===== src/rtl/demod_stream_arbiter.sv =====
// ---------------------------------------------------------------------------
// demod_stream_arbiter
//
// Packet-level 2:1 round-robin arbiter placed in front of the shared
// cordic -> demodulate chain. One complex-sample AXI-Stream source is granted
// at a time, and the grant is held until that source's tlast beat has been
// accepted. Accepted beats are registered onto a single master stream and
// tagged with the source channel id. A completed-packet counter is kept for
// each channel.
//
// Ports
//   s00_axis_aclk      in   clock for all logic
//   s00_axis_areset    in   asynchronous reset, active-high
//   arb_enable         in   1 = new grants allowed, 0 = finish packet then stop
//   s00_axis_*         ch0 slave stream (tvalid/tlast/tdata/tstrb in, tready out)
//   s01_axis_*         ch1 slave stream (tvalid/tlast/tdata/tstrb in, tready out)
//   m00_axis_tready    in   downstream ready
//   m00_axis_*         registered master stream (tvalid/tlast/tdata/tstrb/tid)
//   busy               out  FSM is not in IDLE
//   pkt_count0/1       out  packets accepted per channel, wrapping counters
// ---------------------------------------------------------------------------
module demod_stream_arbiter #(
    parameter int C_S00_AXIS_TDATA_WIDTH = 32,
    parameter int C_PKT_CNT_WIDTH        = 16
) (
    input  logic                                  s00_axis_aclk,
    input  logic                                  s00_axis_areset,
    input  logic                                  arb_enable,

    input  logic                                  s00_axis_tvalid,
    input  logic                                  s00_axis_tlast,
    input  logic [C_S00_AXIS_TDATA_WIDTH-1:0]     s00_axis_tdata,
    input  logic [C_S00_AXIS_TDATA_WIDTH/8-1:0]   s00_axis_tstrb,
    output logic                                  s00_axis_tready,

    input  logic                                  s01_axis_tvalid,
    input  logic                                  s01_axis_tlast,
    input  logic [C_S00_AXIS_TDATA_WIDTH-1:0]     s01_axis_tdata,
    input  logic [C_S00_AXIS_TDATA_WIDTH/8-1:0]   s01_axis_tstrb,
    output logic                                  s01_axis_tready,

    input  logic                                  m00_axis_tready,
    output logic                                  m00_axis_tvalid,
    output logic                                  m00_axis_tlast,
    output logic [C_S00_AXIS_TDATA_WIDTH-1:0]     m00_axis_tdata,
    output logic [C_S00_AXIS_TDATA_WIDTH/8-1:0]   m00_axis_tstrb,
    output logic                                  m00_axis_tid,

    output logic                                  busy,
    output logic [C_PKT_CNT_WIDTH-1:0]            pkt_count0,
    output logic [C_PKT_CNT_WIDTH-1:0]            pkt_count1
);

    typedef enum logic [1:0] {
        ST_IDLE = 2'd0,
        ST_G0   = 2'd1,
        ST_G1   = 2'd2
    } state_t;

    state_t                                r_state;
    logic                                  r_last_grant;
    logic                                  r_busy;

    logic                                  r_m_tvalid;
    logic                                  r_m_tlast;
    logic [C_S00_AXIS_TDATA_WIDTH-1:0]     r_m_tdata;
    logic [C_S00_AXIS_TDATA_WIDTH/8-1:0]   r_m_tstrb;
    logic                                  r_m_tid;

    logic [C_PKT_CNT_WIDTH-1:0]            r_pkt_count0;
    logic [C_PKT_CNT_WIDTH-1:0]            r_pkt_count1;

    logic                                  w_out_free;
    logic                                  w_xfer0;
    logic                                  w_xfer1;

    // The output register can take a new beat when it is empty or is being
    // drained this cycle. Only the granted input sees that as tready, so the
    // two transfer strobes can never be high together.
    assign w_out_free      = !r_m_tvalid || m00_axis_tready;
    assign s00_axis_tready = (r_state == ST_G0) && w_out_free;
    assign s01_axis_tready = (r_state == ST_G1) && w_out_free;
    assign w_xfer0         = s00_axis_tvalid && s00_axis_tready;
    assign w_xfer1         = s01_axis_tvalid && s01_axis_tready;

    // Arbitration FSM. Grants are only issued from IDLE, so every packet
    // boundary costs one idle cycle. On a tie the channel that was not granted
    // last wins; r_last_grant resets to 1 so channel 0 wins the first tie.
    // busy is registered alongside the state it reflects.
    always_ff @(posedge s00_axis_aclk or posedge s00_axis_areset) begin
        if (s00_axis_areset) begin
            r_state      <= ST_IDLE;
            r_last_grant <= 1'b1;
            r_busy       <= 1'b0;
        end else begin
            case (r_state)
                ST_IDLE: begin
                    if (arb_enable) begin
                        if (s00_axis_tvalid && (!s01_axis_tvalid || r_last_grant)) begin
                            r_state      <= ST_G0;
                            r_last_grant <= 1'b0;
                            r_busy       <= 1'b1;
                        end else if (s01_axis_tvalid) begin
                            r_state      <= ST_G1;
                            r_last_grant <= 1'b1;
                            r_busy       <= 1'b1;
                        end
                    end
                end
                ST_G0: begin
                    if (w_xfer0 && s00_axis_tlast) begin
                        r_state <= ST_IDLE;
                        r_busy  <= 1'b0;
                    end
                end
                ST_G1: begin
                    if (w_xfer1 && s01_axis_tlast) begin
                        r_state <= ST_IDLE;
                        r_busy  <= 1'b0;
                    end
                end
                default: begin
                    r_state <= ST_IDLE;
                    r_busy  <= 1'b0;
                end
            endcase
        end
    end

    // Master output register. A beat is loaded only when the register is
    // free; while the downstream stalls a valid beat, everything holds.
    always_ff @(posedge s00_axis_aclk or posedge s00_axis_areset) begin
        if (s00_axis_areset) begin
            r_m_tvalid <= 1'b0;
            r_m_tlast  <= 1'b0;
            r_m_tdata  <= '0;
            r_m_tstrb  <= '0;
            r_m_tid    <= 1'b0;
        end else if (w_out_free) begin
            if (w_xfer0) begin
                r_m_tvalid <= 1'b1;
                r_m_tlast  <= s00_axis_tlast;
                r_m_tdata  <= s00_axis_tdata;
                r_m_tstrb  <= s00_axis_tstrb;
                r_m_tid    <= 1'b0;
            end else if (w_xfer1) begin
                r_m_tvalid <= 1'b1;
                r_m_tlast  <= s01_axis_tlast;
                r_m_tdata  <= s01_axis_tdata;
                r_m_tstrb  <= s01_axis_tstrb;
                r_m_tid    <= 1'b1;
            end else begin
                r_m_tvalid <= 1'b0;
            end
        end
    end

    // Packet counters advance when the tlast beat is accepted from the input,
    // not when it leaves the output register.
    always_ff @(posedge s00_axis_aclk or posedge s00_axis_areset) begin
        if (s00_axis_areset) begin
            r_pkt_count0 <= '0;
            r_pkt_count1 <= '0;
        end else begin
            if (w_xfer0 && s00_axis_tlast) begin
                r_pkt_count0 <= r_pkt_count0 + C_PKT_CNT_WIDTH'(1);
            end
            if (w_xfer1 && s01_axis_tlast) begin
                r_pkt_count1 <= r_pkt_count1 + C_PKT_CNT_WIDTH'(1);
            end
        end
    end

    assign m00_axis_tvalid = r_m_tvalid;
    assign m00_axis_tlast  = r_m_tlast;
    assign m00_axis_tdata  = r_m_tdata;
    assign m00_axis_tstrb  = r_m_tstrb;
    assign m00_axis_tid    = r_m_tid;
    assign busy            = r_busy;
    assign pkt_count0      = r_pkt_count0;
    assign pkt_count1      = r_pkt_count1;

endmodule


===== config.mk =====
export PLATFORM = sky130hd
export DESIGN_NAME = demod_stream_arbiter
export DESIGN_NICKNAME = d
export VERILOG_FILES = /design/src/rtl/demod_stream_arbiter.sv
export SDC_FILE = /design/constraint.sdc
export NUM_CORES = 1
export LEC_CHECK = 0
export ABC_AREA = 1
export CORE_AREA = 2 2 97 99
export DETAILED_ROUTE_END_ITERATION = 10
export DIE_AREA = 0 0 99 101
export GPL_TIMING_DRIVEN = 0
export PLACE_DENSITY = 0.9
export SLEW_MARGIN = 20
export SYNTH_ARGS = -nofsm -noshare
export SYNTH_HDL_FRONTEND = slang
export SYNTH_SLANG_ARGS = --single-unit
export TNS_END_PERCENT = 30

===== constraint.sdc =====
create_clock -name s00_axis_aclk -period 2.8 [get_ports s00_axis_aclk]
set_input_delay 0.28 -clock s00_axis_aclk [delete_from_list [all_inputs] [get_ports s00_axis_aclk]]
set_output_delay 0.28 -clock s00_axis_aclk [all_outputs]
set_load 0.005 [all_outputs]

==> results.cfg, run 1 <==
[yosys]
synthAdderAreaFrac = 0.00651
netlist_area_um2 = 3850
synth-xor-area-share = 0.0410
muxShareOfSynthArea = 0
syn-mean-instance-area_um2 = 7.95
ys_types = 28
synth_top_family_by_area = simple AND/OR/NAND/NOR gates
syn_inst = 484
yosysSeqAreaShare = 0.488
synth_compound_area_frac = 0.103
yosysWarnings = 0
ys_seq_elements = 75
syn-num-nets = 566
synth_simple_gate_area_frac = 0.258

[timing]
skew_ns = 0.0119
period_share = 0.747
relSlewSlack = 0.672
fin_tns_setup_ns = 0
worstMarginPinSlew_ns = 0.491
layout_min_cycle_time_ns = 2.09
worst_hold_slack_ns = 0.287
setup-violations-final = 0
finalMaxSlewViolations = 0
max_freq_ghz = 0.478
rsz0062_at_grt = no
report.final.hold_viol_count = 0

[drt]
ant_nets = 0
drt_wl_total_um = 10500
drtIter0Drc = 95
via_per_inst = 4.91
wl_per_cell_um = 13.7
dr.pass1.iters = 5
drc_errors = 0
vias = 3759

[finish]
area_growth_pct = 49.3
layout_common_cells = 161 x nand2_1, 153 x clkdlybuf4s50_1, 74 x dfrtp_1
drive_gt1_frac = 0.0703
layout_commonest_cell = nand2_1
fin_nets = 731
postLayoutCoreUtil = 0.639
n_fill_cell = 739
fin_area_um2 = 5740
diodes = 0

[setup_path]
start_kind = input pin
required_ns = 2.52
cpPeakStageDelay_ns = 0.56
cp_max_fo = 6
reg2reg_to = m00_axis_tstrb[1]
path_buf_inv = 4
rr_worst_depth = 7
r2r_slack_ns = 1.24
cp_top_family = buffers and inverters
cp-end-kind = primary output
cp_cell_sequence = clkdlybuf4s50_1 -> inv_1 -> nand2_2 -> inv_1 -> nor3_1 -> clkdlybuf4s50_1
cp_slowest_cell = clkdlybuf4s50_1
regToRegStartpoint = r_state[0]
crit_type = input pin to primary output
crit_arrival_ns = 1.81

[grt]
grt_pass1_vias = 3621
grt_max_degree = 44
grtUsageTotal = 0.211
overflow = 0
antenna_found_initial = 0
grt_first_pass_wirelength_um = 16900

[clock_network]
tritoncts = yes
post-cts-setup-buffers = 0
insertion_delay_ns = 0.34
htreeDepth = 3
ctsLongestPathBuffers = 2
cts_made_buffers = 9
path_clk_slew_ns = 0.09
cts_root_buf = clkbuf_8
cts_hold_buf = 0
clock-sinks = 75
cts_resized = 0

[power_and_ir_drop]
swShare = 0.343
ir_worst_vdd_mv = 0.455
p_total_mw = 4.48
leakage_nw = 2.79
seq_power_share = 0.385
combPwrFrac = 0.425
power_density_nw_per_um2 = 781
clkPwrFrac = 0.190
internal_power_mw = 2.94
p_sw_mw = 1.54

[floorplanning]
start_util = 0.428
core_area_um2 = 8980
row_count = 35
die_area_um2 = 10000
die_width_um = 99
fp.dieH_um = 101
io_pins = 154

[placed_design]
gp_congestion = 0.849
placed_cell_area_um2 = 5540
portBuffers = 153
dp_hpwl_um = 8040

[job]
maxCapViolCount = 0

[min_path]
hold_path.class = input pin to asynchronous set/reset pin

[outcome]
outcome = finished, final reports clean
state kept, by name, indices dropped and copies added (netlist names):
| register | flops |
|---|---|
| m00_axis_tvalid | 1 |
| pkt_count0 | 16 |
| m00_axis_tlast | 1 |
| r_state | 2 |
| busy | 1 |
| m00_axis_tdata | 32 |
| r_last_grant | 1 |
| m00_axis_tstrb | 4 |
| pkt_count1 | 16 |
| m00_axis_tid | 1 |
synth_stat cells:
library cell | count | share of area
clkbuf_1 | 2 | 0.0020
nor2_8 | 1 | 0.0052
nor2_1 | 27 | 0.026
nand3_1 | 13 | 0.017
inv_1 | 62 | 0.061
dfrtp_1 | 74 | 0.48
buf_6 | 11 | 0.032
nand2_1 | 161 | 0.16
a31oi_1 | 1 | 0.0016
nand3_2 | 1 | 0.0026
inv_2 | 3 | 0.0029
clkinv_1 | 1 | 0.00097
dfstp_2 | 1 | 0.0068
nor3_1 | 7 | 0.0091
o21ai_1 | 35 | 0.046
ha_1 | 2 | 0.0065
buf_2 | 2 | 0.0026
nand4_1 | 3 | 0.0049
nand3b_1 | 6 | 0.012
o21ai_0 | 43 | 0.056
buf_4 | 1 | 0.0020
and3_1 | 1 | 0.0016
xor2_1 | 13 | 0.030
nand4_2 | 1 | 0.0033
nor2_4 | 3 | 0.0088
nand4_4 | 1 | 0.0055
nand2_2 | 3 | 0.0049
xnor2_1 | 5 | 0.011
power by group through the flow:
stage	Combinational (mW)	Clock, mW	Sequential (mW)
3_5_place_dp	1.92	0	1.73
4_1_cts	1.93	0.864	1.72
6_report	1.91	0.851	1.73
2_1_floorplan	0.830	0	1.72
5_1_grt	2.10	0.916	1.77
3_3_place_gp	1.84	0	1.72
cell type report:
class | count | area, um^2 | share of cell area
Clock inverter | 6 | 63.8 | 0.0111
Timing Repair Buffer | 154 | 1550 | 0.270
Tap cell | 111 | 139 | 0.0242
Buffer | 16 | 149 | 0.0259
Clock buffer | 10 | 138 | 0.0240
Multi-Input combinational cell | 327 | 1570 | 0.274
Sequential cell | 75 | 1880 | 0.327
Inverter | 66 | 250 | 0.0436
metal layers:
layer	global-route usage	vias up	share of wire	routed length (um)
li1	-	1834	-	-
met1	0.252	1768	0.40	4150
met2	0.372	144	0.51	5370
met3	0.0583	13	0.079	822
met4	0.0653	0	0.013	133
met5	0	-	0	0
stage by stage:
step	std cells	setup WS, ns
2_1_floorplan	484	0.612
3_3_place_gp	748	-0.534
3_5_place_dp	749	0.704
4_1_cts	765	0.696
5_1_grt	765	0.659
6_report	765	0.710
worst max path at each step:
| stage | from | to | cells past startpoint |
|---|---|---|---|
| 3_5_place_dp | m00_axis_tready | s00_axis_tready | 6 |
| 3_3_place_gp | s00_axis_areset | m00_axis_tdata[15] | 2 |
| 5_1_grt | m00_axis_tready | s00_axis_tready | 6 |
| 4_1_cts | m00_axis_tready | s00_axis_tready | 6 |
| 6_report | m00_axis_tready | s00_axis_tready | 6 |
| 2_1_floorplan | s00_axis_areset | busy | 1 |
cells by family (layout without fill, tap and decap cells):
kind of cell | after synthesis | count (layout)
fa+ha+maj | 2 | 2
compound gates | 79 | 79
flops | 75 | 75
simple gates | 228 | 228
xor+xnor | 18 | 18
buf+inv | 82 | 252
Note: power is estimated with default switching activity, not from simulation.
==> inputs of run 2 (changes only) <==
Clock period 2.8 ns to 2.1 ns, I/O delays scaled along.
==> results.cfg, run 2 (synthesized netlist as in run 1, its figures left out) <==
[clock_network]
insertion_delay_ns = 0.34
ctsLongestPathBuffers = 2
path_clk_slew_ns = 0.08
clock-sinks = 75
cts_hold_buf = 0
htreeDepth = 3
post-cts-setup-buffers = 0
cts_resized = 0
tritoncts = yes
cts_root_buf = clkbuf_8
cts_made_buffers = 9

[setup_path]
reg2reg_to = m00_axis_tdata[12]
rr_worst_depth = 7
cpPeakStageDelay_ns = 0.56
start_kind = register
required_ns = 1.89
cp_slowest_cell = clkdlybuf4s50_1
cp-end-kind = primary output
cp_cell_sequence = nand2_2 -> inv_1 -> nor3_1 -> clkdlybuf4s50_1
regToRegStartpoint = r_state[0]
crit_arrival_ns = 1.75
crit_type = register to primary output
r2r_slack_ns = 0.52
cp_max_fo = 6

[finish]
fin_nets = 732
largest_reg_flops = 32
drive_gt1_frac = 0.0718
layout_commonest_cell = nand2_1
diodes = 0
n_fill_cell = 718
layout_common_cells = 161 x nand2_1, 153 x clkdlybuf4s50_1, 74 x dfrtp_1
area_growth_pct = 51.3

[floorplanning]
die_area_um2 = 10000
io_pins = 154
die_width_um = 99
start_util = 0.428
fp.dieH_um = 101
row_count = 35
core_area_um2 = 8980

[timing]
relSlewSlack = 0.695
period_share = 0.931
skew_ns = 0.0137
setup-violations-final = 0
layout_min_cycle_time_ns = 1.96
worstMarginPinSlew_ns = 0.458
max_freq_ghz = 0.512
finalMaxSlewViolations = 0
rsz0062_at_grt = no
report.final.hold_viol_count = 0
fin_tns_setup_ns = 0

[placed_design]
portBuffers = 153
gp_congestion = 0.874
dp_hpwl_um = 8150

[job]
maxCapViolCount = 0

[power_and_ir_drop]
p_total_mw = 6.25
leakage_nw = 2.83
ir_worst_vdd_mv = 0.528
power_density_nw_per_um2 = 1070

[drt]
via_per_inst = 4.91
wl_per_cell_um = 13.7
drtIter0Drc = 91
ant_nets = 0
drc_errors = 0
dr.pass1.iters = 4
drt_wl_total_um = 10500
vias = 3762

[grt]
overflow = 0
antenna_found_initial = 0
grt_pass1_vias = 3728
grtUsageTotal = 0.216
grt_max_degree = 32
grt_first_pass_wirelength_um = 17400

[outcome]
outcome = finished, final reports clean

[min_path]
hold_path.class = input pin to asynchronous set/reset pin
==> run 2: worst max-delay path by stage <==
stage,from,cells past startpoint,slack (ns),to
2_1_floorplan,pkt_count1[0],8,0.75,pkt_count1[10]
3_3_place_gp,s00_axis_areset,2,0.17,m00_axis_tdata[0]
3_5_place_dp,m00_axis_tready,6,0.20,s00_axis_tready
4_1_cts,m00_axis_tvalid,4,0.13,s00_axis_tready
5_1_grt,m00_axis_tvalid,4,0.04,s00_axis_tready
6_report,m00_axis_tvalid,4,0.14,s00_axis_tready
==> run 2: critical path: cells and delay by family, from the launching register on <==
kind          cells  cell delay, ns
buf+inv           2            0.64
flops             1            0.40
simple gates      2            0.37
==> run 2: area by class of cell <==
type | count | area [um^2] | share of cell area
clock buffers | 12 | 165 | 0.0284
plain buffers | 16 | 149 | 0.0256
flip-flops and latches | 75 | 1880 | 0.323
well taps | 111 | 139 | 0.0239
multi-input cells | 327 | 1570 | 0.270
clock inverters | 4 | 95.1 | 0.0163
repair buffers | 155 | 1570 | 0.270
inverters | 66 | 251 | 0.0432
==> run 2: layer usage <==
| layer | share of wire | wire length [um] | global-route usage |
|---|---|---|---|
| met2 | 0.51 | 5320 | 0.381 |
| met3 | 0.090 | 946 | 0.0687 |
| met5 | 0 | 0 | 0 |
| met1 | 0.39 | 4060 | 0.250 |
| met4 | 0.015 | 154 | 0.0727 |
==> run 2: power by group <==
| group | switching [mW] | internal, mW | leakage, nW |
|---|---|---|---|
| registers | 0.364 | 1.93 | 0.950 |
| clock network | 0.539 | 0.886 | 0.133 |
| logic | 1.12 | 1.42 | 1.75 |
==> run 2: per-stage QoR <==
| stage | setup slack (ns) | cell area (um^2) | hold slack [ns] | util | cells |
|---|---|---|---|---|---|
| 4_1_cts | 0.128 | 5820 | 0.219 | 0.648 | 766 |
| 6_report | 0.145 | 5820 | 0.213 | 0.648 | 766 |
| 3_5_place_dp | 0.199 | 5560 | 0.460 | 0.619 | 750 |
| 2_1_floorplan | 0.751 | 3850 | 0.368 | - | 484 |
| 5_1_grt | 0.0438 | 5820 | 0.257 | 0.648 | 766 |
| 3_3_place_gp | 0.173 | 5520 | 0.451 | 0.615 | 748 |
==> inputs of run 3 (changes only) <==
Settings changed: CTS_CLUSTER_SIZE set to 8, PLACE_DENSITY 0.9 to 0.8.
==> results.cfg, run 3 (synthesized netlist as in run 1, its figures left out) <==
[power_and_ir_drop]
power_density_nw_per_um2 = 1070
combPwrFrac = 0.404
p_total_mw = 6.24
p_sw_mw = 2.01
clkPwrFrac = 0.228
swShare = 0.322
leakage_nw = 2.83
internal_power_mw = 4.23
ir_worst_vdd_mv = 0.491
seq_power_share = 0.369

[timing]
rsz0062_at_grt = no
worstMarginPinSlew_ns = 0.513
report.final.hold_viol_count = 0
max_freq_ghz = 0.524
relSlewSlack = 0.657
setup_ws_ns = 0.193
worst_hold_slack_ns = 0.250
layout_min_cycle_time_ns = 1.91
setup-violations-final = 0
fin_tns_setup_ns = 0
finalMaxSlewViolations = 0
period_share = 0.908
skew_ns = 0.00781

[grt]
antenna_found_initial = 0
overflow = 0
grt_max_degree = 34
grt_first_pass_wirelength_um = 17000
grt_pass1_vias = 3576
grtUsageTotal = 0.214

[finish]
layout_commonest_cell = nand2_1
postLayoutCoreUtil = 0.649
diodes = 0
layout_common_cells = 161 x nand2_1, 153 x clkdlybuf4s50_1, 74 x dfrtp_1
fin_nets = 732
drive_gt1_frac = 0.0718
area_growth_pct = 51.5
largest_reg_flops = 32
n_fill_cell = 722

[setup_path]
cpPeakStageDelay_ns = 0.54
crit_arrival_ns = 1.70
crit_path_start = m00_axis_tready
endpoint = s00_axis_tready
cp_cell_sequence = clkdlybuf4s50_1 -> inv_1 -> nand2_2 -> inv_1 -> nor3_1 -> clkdlybuf4s50_1
reg2reg_to = pkt_count0[14]
cp-end-kind = primary output
r2r_slack_ns = 0.54
required_ns = 1.89
start_kind = input pin
regToRegStartpoint = r_state[0]
rr_worst_depth = 7
crit_type = input pin to primary output
cp_max_fo = 6
cp_slowest_cell = clkdlybuf4s50_1

[floorplanning]
row_count = 35
fp.dieH_um = 101
io_pins = 154
start_util = 0.428
die_area_um2 = 10000
core_area_um2 = 8980
die_width_um = 99

[placed_design]
dp_slack_ns = 0.198
portBuffers = 153
gp_congestion = 0.822
dp_hpwl_um = 8040

[drt]
via_per_inst = 4.83
ant_nets = 0
dr.pass1.iters = 5
vias = 3696
drtIter0Drc = 94
drc_errors = 0
drt_wl_total_um = 10400
wl_per_cell_um = 13.5

[clock_network]
clock-sinks = 75
cts_made_buffers = 9
cts_hold_buf = 0
path_clk_slew_ns = 0.08
tritoncts = yes
ctsLongestPathBuffers = 2
cts_root_buf = clkbuf_8
insertion_delay_ns = 0.34
cts_resized = 0
htreeDepth = 3
post-cts-setup-buffers = 0

[min_path]
hold_path.class = input pin to asynchronous set/reset pin

[outcome]
outcome = finished, final reports clean

[job]
maxCapViolCount = 0
-- run 3: cell counts in the layout (fill, tap and decap cells not counted) --
No cell type changed its count.
-- run 3: how the worst min path moves through the flow --
stage	startpoint	endpoint	slack (ns)	cells after the start
after floorplan	s01_axis_tlast	m00_axis_tlast	0.37	2
after global placement	r_last_grant	r_last_grant	0.45	2
after detailed placement	m00_axis_tid	m00_axis_tid	0.47	2
after CTS	s00_axis_areset	pkt_count1[6]	0.25	2
after global routing	s00_axis_areset	pkt_count1[6]	0.26	2
final	s00_axis_areset	pkt_count1[6]	0.25	2
-- run 3: metal layers --
| layer | up-vias | wire length, um | global-route usage |
|---|---|---|---|
| met1 | 1711 | 4300 | 0.257 |
| met5 | - | 0 | 0 |
| li1 | 1840 | - | - |
| met2 | 135 | 5060 | 0.362 |
| met4 | 0 | 114 | 0.0727 |
| met3 | 10 | 894 | 0.0728 |
-- run 3: metrics by stage --
| step | instances | cell area, um^2 |
|---|---|---|
| after floorplan | 484 | 3850 |
| after global placement | 748 | 5520 |
| after detailed placement | 750 | 5570 |
| after CTS | 766 | 5830 |
| after global routing | 766 | 5830 |
| final | 766 | 5830 |
-- run 3: cell type report --
| cell class | instances | area (um^2) | share of cell area |
|---|---|---|---|
| plain buffers | 16 | 149 | 0.0255 |
| clock buffers | 12 | 165 | 0.0283 |
| clock inverters | 4 | 95.1 | 0.0163 |
| inverters | 66 | 251 | 0.0432 |
| multi-input cells | 327 | 1570 | 0.270 |
| flip-flops and latches | 75 | 1880 | 0.322 |
| well taps | 111 | 139 | 0.0238 |
| repair buffers | 155 | 1580 | 0.271 |
-- run 3: critical path, delay by kind of cell --
kind	cells	cell delay, ns
buffers and inverters	4	1.16
and+or+nand+nor	2	0.33
-- run 3: power groups by stage --
stage | Combinational, mW | Clock (mW) | Sequential [mW]
6_report | 2.52 | 1.42 | 2.30
3_5_place_dp | 2.54 | 0 | 2.32
2_1_floorplan | 1.11 | 0 | 2.29
4_1_cts | 2.56 | 1.44 | 2.30
3_3_place_gp | 2.46 | 0 | 2.29
5_1_grt | 2.81 | 1.51 | 2.37
